[config.mk]
export PLATFORM = sky130hd
export DESIGN_NAME = pfifo
export DESIGN_NICKNAME = d
export VERILOG_FILES = /design/src/rtl/pfifo.sv
export SDC_FILE = /design/constraint.sdc
export NUM_CORES = 1
export LEC_CHECK = 0
export ABC_AREA = 0
export BUFFER_PORTS_ARGS = -buffer_cell sky130_fd_sc_hd__buf_4
export CELL_PAD_IN_SITES_DETAIL_PLACEMENT = 0
export CELL_PAD_IN_SITES_GLOBAL_PLACEMENT = 1
export CORE_MARGIN = 5
export CORE_UTILIZATION = 55
export DETAILED_ROUTE_END_ITERATION = 8
export PLACE_DENSITY = 0.82
export SLEW_MARGIN = 20
export SYNTH_ARGS = -nofsm -noshare
export SYNTH_HDL_FRONTEND = slang
export SYNTH_SLANG_ARGS = --single-unit
export TNS_END_PERCENT = 1
[constraint.sdc]
create_clock -name i_clk -period 4.2 [get_ports i_clk]
set_input_delay 1.05 -clock i_clk [delete_from_list [all_inputs] [get_ports i_clk]]
set_output_delay 1.05 -clock i_clk [all_outputs]
set_load 0.01 [all_outputs]
[src/rtl/pfifo.sv]
// pfifo: synchronous first-word-fall-through FIFO, 2^LGFLEN x BW, full-depth occupancy.
//
// Parameters
//   BW      data width (1..32)
//   LGFLEN  log2 of depth (2..9)
//   RXFIFO  1: status/threshold use fill count; 0: use free space
//
// Ports
//   i_clk, i_rst_n      clock, asynchronous active-low reset
//   i_clr               synchronous flush (errors are kept)
//   i_wr, i_data        write strobe and data
//   i_rd                pop strobe
//   o_data, o_empty_n   registered head word and its valid flag
//   o_full, o_fill      no free slot; words held (0..2^LGFLEN)
//   i_thresh, o_thresh  threshold compare on fill (RXFIFO=1) or free space (RXFIFO=0)
//   i_err_clr, o_err    sticky error flag and its clear
//   o_status            {LGFLEN[3:0], count[9:0], half, avail}
//
// Optional feature: define PFIFO_UNFL_EN to record reads from an empty FIFO as a sticky
// underflow error folded into o_err.
module pfifo #(
    parameter int unsigned BW     = 8,
    parameter int unsigned LGFLEN = 4,
    parameter bit          RXFIFO = 1'b0
) (
    input  logic              i_clk,
    input  logic              i_rst_n,
    input  logic              i_clr,
    input  logic              i_wr,
    input  logic [BW-1:0]     i_data,
    output logic              o_full,
    input  logic              i_rd,
    output logic [BW-1:0]     o_data,
    output logic              o_empty_n,
    input  logic [LGFLEN:0]   i_thresh,
    output logic              o_thresh,
    output logic [LGFLEN:0]   o_fill,
    input  logic              i_err_clr,
    output logic              o_err,
    output logic [15:0]       o_status
);

    localparam int unsigned Depth = 1 << LGFLEN;

    typedef logic [LGFLEN:0]   ptr_t;
    typedef logic [LGFLEN-1:0] addr_t;

    localparam ptr_t DepthP = ptr_t'(Depth);
    localparam ptr_t HalfP  = ptr_t'(Depth / 2);

    logic [BW-1:0] mem_q [Depth];

    ptr_t          wptr_q, wptr_d;
    ptr_t          rptr_q, rptr_d;
    ptr_t          fill_q, fill_d;
    logic          full_q, full_d;
    logic          empty_n_q, empty_n_d;
    logic [BW-1:0] data_q, data_d;
    logic          ovfl_q, ovfl_d;

    logic  wr_acc, rd_acc;
    addr_t rd_next_addr;
    ptr_t  count;
    logic  avail;

    assign wr_acc       = i_wr && (!full_q || i_rd);
    assign rd_acc       = i_rd && empty_n_q;
    assign rd_next_addr = rptr_q[LGFLEN-1:0] + addr_t'(1);

    always_comb begin
        wptr_d    = wptr_q;
        rptr_d    = rptr_q;
        fill_d    = fill_q;
        full_d    = full_q;
        empty_n_d = empty_n_q;
        data_d    = data_q;
        if (i_clr) begin
            wptr_d    = '0;
            rptr_d    = '0;
            fill_d    = '0;
            full_d    = 1'b0;
            empty_n_d = 1'b0;
        end else begin
            if (wr_acc) wptr_d = wptr_q + ptr_t'(1);
            if (rd_acc) rptr_d = rptr_q + ptr_t'(1);
            fill_d    = fill_q + ptr_t'(wr_acc) - ptr_t'(rd_acc);
            full_d    = (fill_d == DepthP);
            empty_n_d = (fill_d != '0);
            // Keep o_data equal to the head word after this edge.
            if (rd_acc) begin
                if (fill_q == ptr_t'(1)) begin
                    // Draining the last word: a same-cycle write becomes the new head.
                    if (wr_acc) data_d = i_data;
                end else begin
                    data_d = mem_q[rd_next_addr];
                end
            end else if (wr_acc && !empty_n_q) begin
                data_d = i_data;
            end
        end
    end

    // Overflow: write refused because full with no pop; set wins over clear.
    assign ovfl_d = (!i_clr && i_wr && full_q && !i_rd) || (ovfl_q && !i_err_clr);

    always_ff @(posedge i_clk) begin
        if (wr_acc && !i_clr) mem_q[wptr_q[LGFLEN-1:0]] <= i_data;
    end

    always_ff @(posedge i_clk or negedge i_rst_n) begin
        if (!i_rst_n) begin
            wptr_q    <= '0;
            rptr_q    <= '0;
            fill_q    <= '0;
            full_q    <= 1'b0;
            empty_n_q <= 1'b0;
            data_q    <= '0;
            ovfl_q    <= 1'b0;
        end else begin
            wptr_q    <= wptr_d;
            rptr_q    <= rptr_d;
            fill_q    <= fill_d;
            full_q    <= full_d;
            empty_n_q <= empty_n_d;
            data_q    <= data_d;
            ovfl_q    <= ovfl_d;
        end
    end

`ifdef PFIFO_UNFL_EN
    logic unfl_q, unfl_d;

    // A read on an empty FIFO with a same-cycle write is not an underflow.
    assign unfl_d = (!i_clr && i_rd && !empty_n_q && !i_wr) || (unfl_q && !i_err_clr);

    always_ff @(posedge i_clk or negedge i_rst_n) begin
        if (!i_rst_n) unfl_q <= 1'b0;
        else          unfl_q <= unfl_d;
    end

    assign o_err = ovfl_q | unfl_q;
`else
    assign o_err = ovfl_q;
`endif

    assign count = RXFIFO ? fill_q : (DepthP - fill_q);
    assign avail = RXFIFO ? empty_n_q : !full_q;

    assign o_full    = full_q;
    assign o_empty_n = empty_n_q;
    assign o_data    = data_q;
    assign o_fill    = fill_q;
    assign o_thresh  = (count >= i_thresh);
    assign o_status  = {4'(LGFLEN), 10'(count), (count >= HalfP), avail};

endmodule
==> flow_metrics.py, run 1 <==
metrics = {
    "logic_synthesis": {
        "synth-compound-area-share_pct": 4.573,
        "synth_top_area_share_pct": 58.05,
        "ys_seq_area_share_pct": 67.12,
        "synthMuxAreaShare_pct": 12.09,
        "yosys.area.top_type": "edfxtp_1",
        "synth_area_mm2": 0.006621,
        "synth.distinct_cells": 36,
        "synthCells": 411,
        "ys_ff_latch": 152,
        "synth-simple-area-share_pct": 6.708,
        "ys_warn_count": 0,
        "synthXorXnorAreaFrac_pct": 1.852,
        "synth_top_family_by_area": "multiplexers",
        "synthAdderAreaFrac_pct": 4.271,
        "avgSynthCellArea_um2": 16.11,
        "synth_area_leaders": "edfxtp_1 (58%), mux4_2 (11%), dfrtp_1 (9.1%)",
    },
    "worst_setup_path": {
        "reg2reg_to": "o_data[3]",
        "worst-path-max-fanout": 6,
        "worst_ep_arrival_time_ns": 2.44,
        "critPathKind": "reg2out",
        "end_kind": "output pin",
        "required_ns": 3.15,
        "r2r-start": "rptr_q[0]",
        "crit_path_start_kind": "flop",
        "reg2reg_slack_ns": 1.50,
        "worstRegToRegCells": 6,
    },
    "layout": {
        "layout.cells.non_filler": 619,
        "nets": 500,
        "diodes": 0,
        "area_growth_pct": 15.29,
        "fillers": 841,
        "drive_above_1_share_pct": 26.48,
    },
    "clock_network": {
        "postCtsSetupBuffers": 0,
        "h-tree-depth": 4,
        "insertion_delay_ns": 0.43,
        "cts_tree": "done",
        "clkTransAtPathRegs_ns": 0.06,
        "ctsResizeCount": 0,
        "cts_max_path_buffers": 2,
        "cts_root_buf": "clkbuf_16",
        "cts-buffers-inserted": 17,
        "ctsHoldBuffers": 0,
        "numClockSinks": 152,
    },
    "die": {
        "die_area_mm2": 0.01433,
        "ioPinCount": 52,
        "rows": 40,
        "start_util_pct": 55.59,
        "die_x_um": 119.7,
        "die_y_um": 119.7,
        "core-area_mm2": 0.01191,
    },
    "global_routing": {
        "grt_util_met3_pct": 4.194,
        "track_usage_pct": 19.64,
        "met2_usage_pct": 30.93,
        "grt_overflow": 0,
        "grt_pass1_vias": 3675,
        "grt_pass1_wl_mm": 20.82,
        "grt_max_degree": 34,
        "top_usage_layer": "met2",
        "gr-usage-met1_pct": 26.93,
        "antenna_found_initial": 0,
    },
    "placed_design": {
        "io_buffers": 42,
        "gp_congestion": 0.7770,
        "hpwlAfterDp_mm": 8.619,
        "place_inst": 587,
    },
    "worst_hold_path": {
        "hp-class": "reg2reg",
        "worstHoldEndpoint": "o_data[1]",
        "min_delay_path_depth": 2,
        "hp-start": "o_data[1]",
    },
    "sta": {
        "slew-limit-headroom_pct": 41.74,
        "timing.final.crit_share_pct": 82.99,
        "finalHoldViolCount": 0,
        "post-route-min-period_ns": 3.486,
        "setup_viol": 0,
        "maxSlewViolCount": 0,
        "tns_ns": 0,
        "fin_skew_ns": 0.01083,
        "rsz0062_at_grt": "false",
        "fmax_mhz": 286.9,
        "worst_pin_slew_ns": 0.8707,
    },
    "drt": {
        "drc": 0,
        "avgViaCountPerCell": 5.792,
        "drt-wirelength-per-cell_um": 21.30,
        "initialDrtViolationCount": 341,
        "route.vias.total": 3585,
        "routed_wl_mm": 13.19,
        "drtAntennaViolNets": 0,
        "dr.pass1.iters": 4,
    },
    "pwr": {
        "ir_worst_vdd_mv": 0.2712,
        "power_leakage_nw": 2.732,
        "powerDensity_mw_per_mm2": 587.8,
    },
    "outcome": {
        "status": "finished clean",
    },
    "run": {
        "max_cap_viol_count": 0,
    },
}
-- layout by cell type (no fill, tap or decap), drive strengths merged, types with 17 or more instances in the layout --
master	n
buf	47
clkbuf	17
dfrtp	24
edfxtp	128
ha	21
inv	28
mux4	32
nand2	29
nor2	24
o21ai	26
-- synth_stat cells --
cell       instances
xor2_1             5
and3_1             1
nor2_1            24
o32ai_1            1
a32oi_1            1
inv_1             18
buf_2              2
conb_1             2
or3_1              2
clkbuf_1           7
or2_2              2
buf_1              2
buf_4             14
xnor2_1            9
dfrtp_1           24
nand2b_1           4
nand2_1           29
nand3_1           12
fa_1               1
a32o_1             1
a41oi_1            2
edfxtp_1         128
nor2b_1            4
nor3_1             7
and3b_4            1
mux2i_1            8
and2_1             8
a21o_1             5
o21bai_1           1
or2_0              1
o21ai_0           18
mux4_2            32
a21oi_1            5
ha_1              21
a2111oi_4          1
o21ai_2            8
-- final cells by class --
type	count	area [um2]	area share [%]
flip-flops and latches	152	4446	58.24
repair buffers	47	352.8	4.622
clock buffers	17	425.4	5.573
well taps	147	183.9	2.409
clock inverters	15	168.9	2.213
inverters	18	67.56	0.8851
multi-input cells	223	1989	26.06
-- metrics by stage --
stage | power [mW] | hold WS (ns) | setup WS [ns] | utilization, % | cell area (um2)
after global placement | 3.029 | 0.4908 | 0.7877 | 59.10 | 7039
after detailed placement | 3.051 | 0.4962 | 0.7546 | 59.10 | 7039
final | 4.487 | 0.5024 | 0.7143 | 64.09 | 7634
after floorplan | 2.629 | 0.5393 | 1.029 | - | 6648
after global routing | 4.719 | 0.5363 | 0.5888 | 64.09 | 7634
after CTS | 4.533 | 0.5101 | 0.6745 | 64.09 | 7634
-- worst max-delay path by stage --
stage,from,to,slack [ns],cells after the start
CTS,o_fill[0],o_thresh,0.67,8
detailed placement,i_thresh[0],o_thresh,0.75,8
global placement,i_thresh[0],o_thresh,0.79,8
finish,o_fill[0],o_thresh,0.71,8
floorplan,i_thresh[0],o_thresh,1.03,6
global route,o_fill[1],o_thresh,0.59,8
-- critical path, cell delays in order, from the launching register on --
cell,delay (ns)
dfrtp_1,0.46
inv_1,0.12
ha_1,0.35
ha_1,0.29
a21o_1,0.16
a21o_1,0.17
a21o_1,0.17
a21o_1,0.17
buf_4,0.14
-- flip-flops by register name, indices dropped and copies added (netlist names) --
| register | count |
|---|---|
| mem_q | 128 |
| rptr_q | 4 |
| o_data | 8 |
| o_empty_n | 1 |
| o_fill | 5 |
| wptr_q | 4 |
| o_err | 1 |
| o_full | 1 |
-- power breakdown --
part           leakage (nW)  switching, mW  internal (mW)
Sequential             1.46         0.0946           1.73
Clock                 0.293          0.679          0.803
Combinational         0.980          0.594          0.591
-- logic make-up (layout without fill, tap and decap cells) --
group / after synthesis / in the layout
flops: 152 / 152
simple gates: 95 / 95
compound gates: 43 / 43
buf+inv: 43 / 97
mux: 40 / 40
fa+ha+maj: 22 / 22
xor+xnor: 14 / 14
other cells: 2 / 9
-- layer usage --
| metal | share of wire [%] | routed length (um) |
|---|---|---|
| met3 | 5.4 | 709 |
| met2 | 49 | 6471 |
| met1 | 43 | 5686 |
| met4 | 2.4 | 318 |
| met5 | 0 | 0 |
Power figures use the tool's default switching activity.
==> run 2, diff against run 1 <==
--- a/config.mk
+++ b/config.mk
@@ -10,9 +10,9 @@
 export CELL_PAD_IN_SITES_DETAIL_PLACEMENT = 0
 export CELL_PAD_IN_SITES_GLOBAL_PLACEMENT = 1
 export CORE_MARGIN = 5
-export CORE_UTILIZATION = 55
+export CORE_UTILIZATION = 46
 export DETAILED_ROUTE_END_ITERATION = 8
-export PLACE_DENSITY = 0.82
+export PLACE_DENSITY = 0.73
 export SLEW_MARGIN = 20
 export SYNTH_ARGS = -nofsm -noshare
 export SYNTH_HDL_FRONTEND = slang
==> constraint.sdc (replaced) <==
create_clock -name i_clk -period 3.2 [get_ports i_clk]
set_input_delay 0.8 -clock i_clk [delete_from_list [all_inputs] [get_ports i_clk]]
set_output_delay 0.8 -clock i_clk [all_outputs]
set_load 0.01 [all_outputs]
==> run 2 against run 1 <==
  * Clock power up 44%
  * Cell count up 8.2%
  * Sequential cell count unchanged
  * Wire length up 3.3%
  * Non-clock buffer count up 18
  * Worst setup slack worse by 0.59 ns
  * Largest cell class unchanged
  * Highest routed layer unchanged
==> flow_metrics.py, run 2 (synthesis results as in run 1) <==
metrics = {
    "layout": {
        "drive_above_1_share_pct": 28.98,
        "final_cell_mix": "edfxtp_1 (128), buf_4 (64), mux4_2 (32)",
        "diodes": 0,
        "largest_reg_flops": 128,
        "fillers": 1125,
        "layout.cells.most_common": "edfxtp_1",
        "area_growth_pct": 18.90,
        "nets": 518,
    },
    "drt": {
        "route.vias.total": 3600,
        "drtAntennaViolNets": 0,
        "drc": 0,
        "routed_wl_mm": 13.62,
        "dr.pass1.iters": 5,
        "initialDrtViolationCount": 268,
        "drt-wirelength-per-cell_um": 20.32,
        "avgViaCountPerCell": 5.373,
    },
    "worst_setup_path": {
        "path_cells": "inv_2 > ha_1 > ha_1 > a21o_1 > a21o_1 > a21o_1 > a21o_1 > buf_4",
        "crit_path_start": "o_fill[1]",
        "cp_num_buf_inv": 2,
        "slowest_stage": "dfrtp_1",
        "critPathKind": "reg2out",
        "path_delay_family": "compound AO/OA/AOI/OAI gates",
        "end_kind": "output pin",
        "worst-path-max-fanout": 6,
        "cp_common_cell": "a21o_1",
        "r2r-start": "o_full",
        "crit_path_max_incr_delay_ns": 0.40,
        "crit_path_start_kind": "flop",
        "worst_ep_arrival_time_ns": 2.28,
        "required_ns": 2.40,
    },
    "global_routing": {
        "grt_max_degree": 26,
        "grt_pass1_wl_mm": 21.09,
        "grt_overflow": 0,
        "track_usage_pct": 17.47,
        "antenna_found_initial": 0,
        "grt_pass1_vias": 3751,
    },
    "sta": {
        "timing.final.crit_share_pct": 96.25,
        "setup_ws_ns": 0.1200,
        "worst_pin_slew_ns": 0.7739,
        "slew-limit-headroom_pct": 48.01,
        "fin_skew_ns": 0.004344,
        "whs_ns": 0.2752,
        "finalHoldViolCount": 0,
        "post-route-min-period_ns": 3.080,
        "setup_viol": 0,
        "maxSlewViolCount": 0,
        "fmax_mhz": 324.7,
    },
    "clock_network": {
        "cts-buffers-inserted": 17,
        "clkTransAtPathRegs_ns": 0.06,
        "cts_tree": "done",
        "cts_root_buf": "clkbuf_16",
        "ctsHoldBuffers": 0,
        "h-tree-depth": 4,
        "insertion_delay_ns": 0.42,
        "cts_max_path_buffers": 2,
        "numClockSinks": 152,
    },
    "die": {
        "rows": 43,
        "start_util_pct": 47.33,
        "die_x_um": 130.0,
        "die_y_um": 130.0,
        "die_area_mm2": 0.01689,
        "ioPinCount": 52,
        "core-area_mm2": 0.01399,
    },
    "pwr": {
        "power.share.clock_pct": 34.7,
        "swShare_pct": 27.19,
        "ir_worst_vdd_mv": 0.4984,
        "p_int_mw": 4.469,
        "powerDensity_mw_per_mm2": 779.7,
        "comb_power_share_pct": 26.8,
        "pwr-share-seq_pct": 38.4,
        "switchingPower_mw": 1.669,
        "power_leakage_nw": 2.844,
    },
    "run": {
        "max_cap_viol_count": 0,
    },
    "placed_design": {
        "io_buffers": 42,
        "hpwlAfterDp_mm": 8.991,
        "pre_cts_ws_ns": 0.1793,
        "gp_congestion": 0.7863,
    },
    "worst_hold_path": {
        "hp-class": "in2async",
    },
    "outcome": {
        "status": "finished clean",
    },
}
==> run 2: cell types whose count changed in the layout (fill, tap and decap cells not counted), moves of 2 or more <==
cell / previous run / this run
buf_4: 47 / 64
inv_6: 4 / 0
clkbuf_1: 0 / 2
inv_8: 6 / 0
bufinv_16: 0 / 5
clkinvlp_4: 0 / 3
clkinv_8: 3 / 0
clkinv_1: 0 / 2
==> run 2: cell type report <==
cell class / instances / area (um2) / area share (%)
Clock inverter: 13 / 202.7 / 2.575
Sequential cell: 152 / 4447 / 56.48
Inverter: 18 / 67.56 / 0.8582
Timing Repair Buffer: 65 / 500.5 / 6.357
Multi-Input combinational cell: 223 / 1997 / 25.37
Clock buffer: 19 / 432.9 / 5.499
Tap cell: 180 / 225.2 / 2.861
==> run 2: metrics by stage <==
| step | std cells | cell area (um2) | util [%] | power [mW] | setup TNS, ns |
|---|---|---|---|---|---|
| 4_1_cts | 667 | 7840 | 56.05 | 6.175 | 0 |
| 2_1_floorplan | 418 | 6648 | - | 3.450 | 0 |
| 3_3_place_gp | 635 | 7203 | 51.49 | 4.004 | 0 |
| 6_report | 670 | 7873 | 56.28 | 6.138 | 0 |
| 3_5_place_dp | 635 | 7203 | 51.49 | 4.033 | 0 |
| 5_1_grt | 670 | 7873 | 56.28 | 6.459 | -0.007357 |
==> run 2: worst register-to-register path, cell delays in order, from the launching register on <==
cell,delay [ns]
dfrtp_1,0.44
nand2b_1,0.16
nand2_1,0.17
ha_1,0.32
inv_1,0.04
ha_1,0.20
fa_1,0.40
a21oi_1,0.17
o21bai_1,0.09
xnor2_1,0.26
a41oi_1,0.15
==> run 2: final timing paths <==
kind                              to  slack (ns)  cells after the start
hold reg to reg            o_data[5]        0.51                      2
min in group i_clk         o_data[5]        0.51                      2
setup reg to reg           o_empty_n        0.66                     10
setup / recovery            o_thresh        0.12                      8
max in group asynchronous  rptr_q[0]        2.66                      1
hold / removal             o_data[5]        0.28                      1
==> run 2: timing repair <==
action	CTS	global route
buffers inserted	0	3
resized for setup	2	2
setup endpoints to repair	1	1
==> run 2: layer usage <==
| metal | vias to the layer above | global-route usage, % | share of wire [%] | routed length (um) |
|---|---|---|---|---|
| met5 | - | 0 | 0 | 0 |
| met2 | 127 | 28.12 | 49 | 6682 |
| met3 | 25 | 4.339 | 5.9 | 809 |
| met4 | 0 | 8.130 | 2.8 | 387 |
| li1 | 1660 | - | - | - |
| met1 | 1788 | 22.49 | 42 | 5735 |
==> run 2: power by group through the flow <==
stage	Combinational, mW	Clock [mW]	Sequential, mW
after floorplan	1.03	0	2.42
after global placement	1.61	0	2.40
after detailed placement	1.63	0	2.40
after CTS	1.64	2.17	2.37
after global routing	1.82	2.26	2.37
final	1.65	2.13	2.36
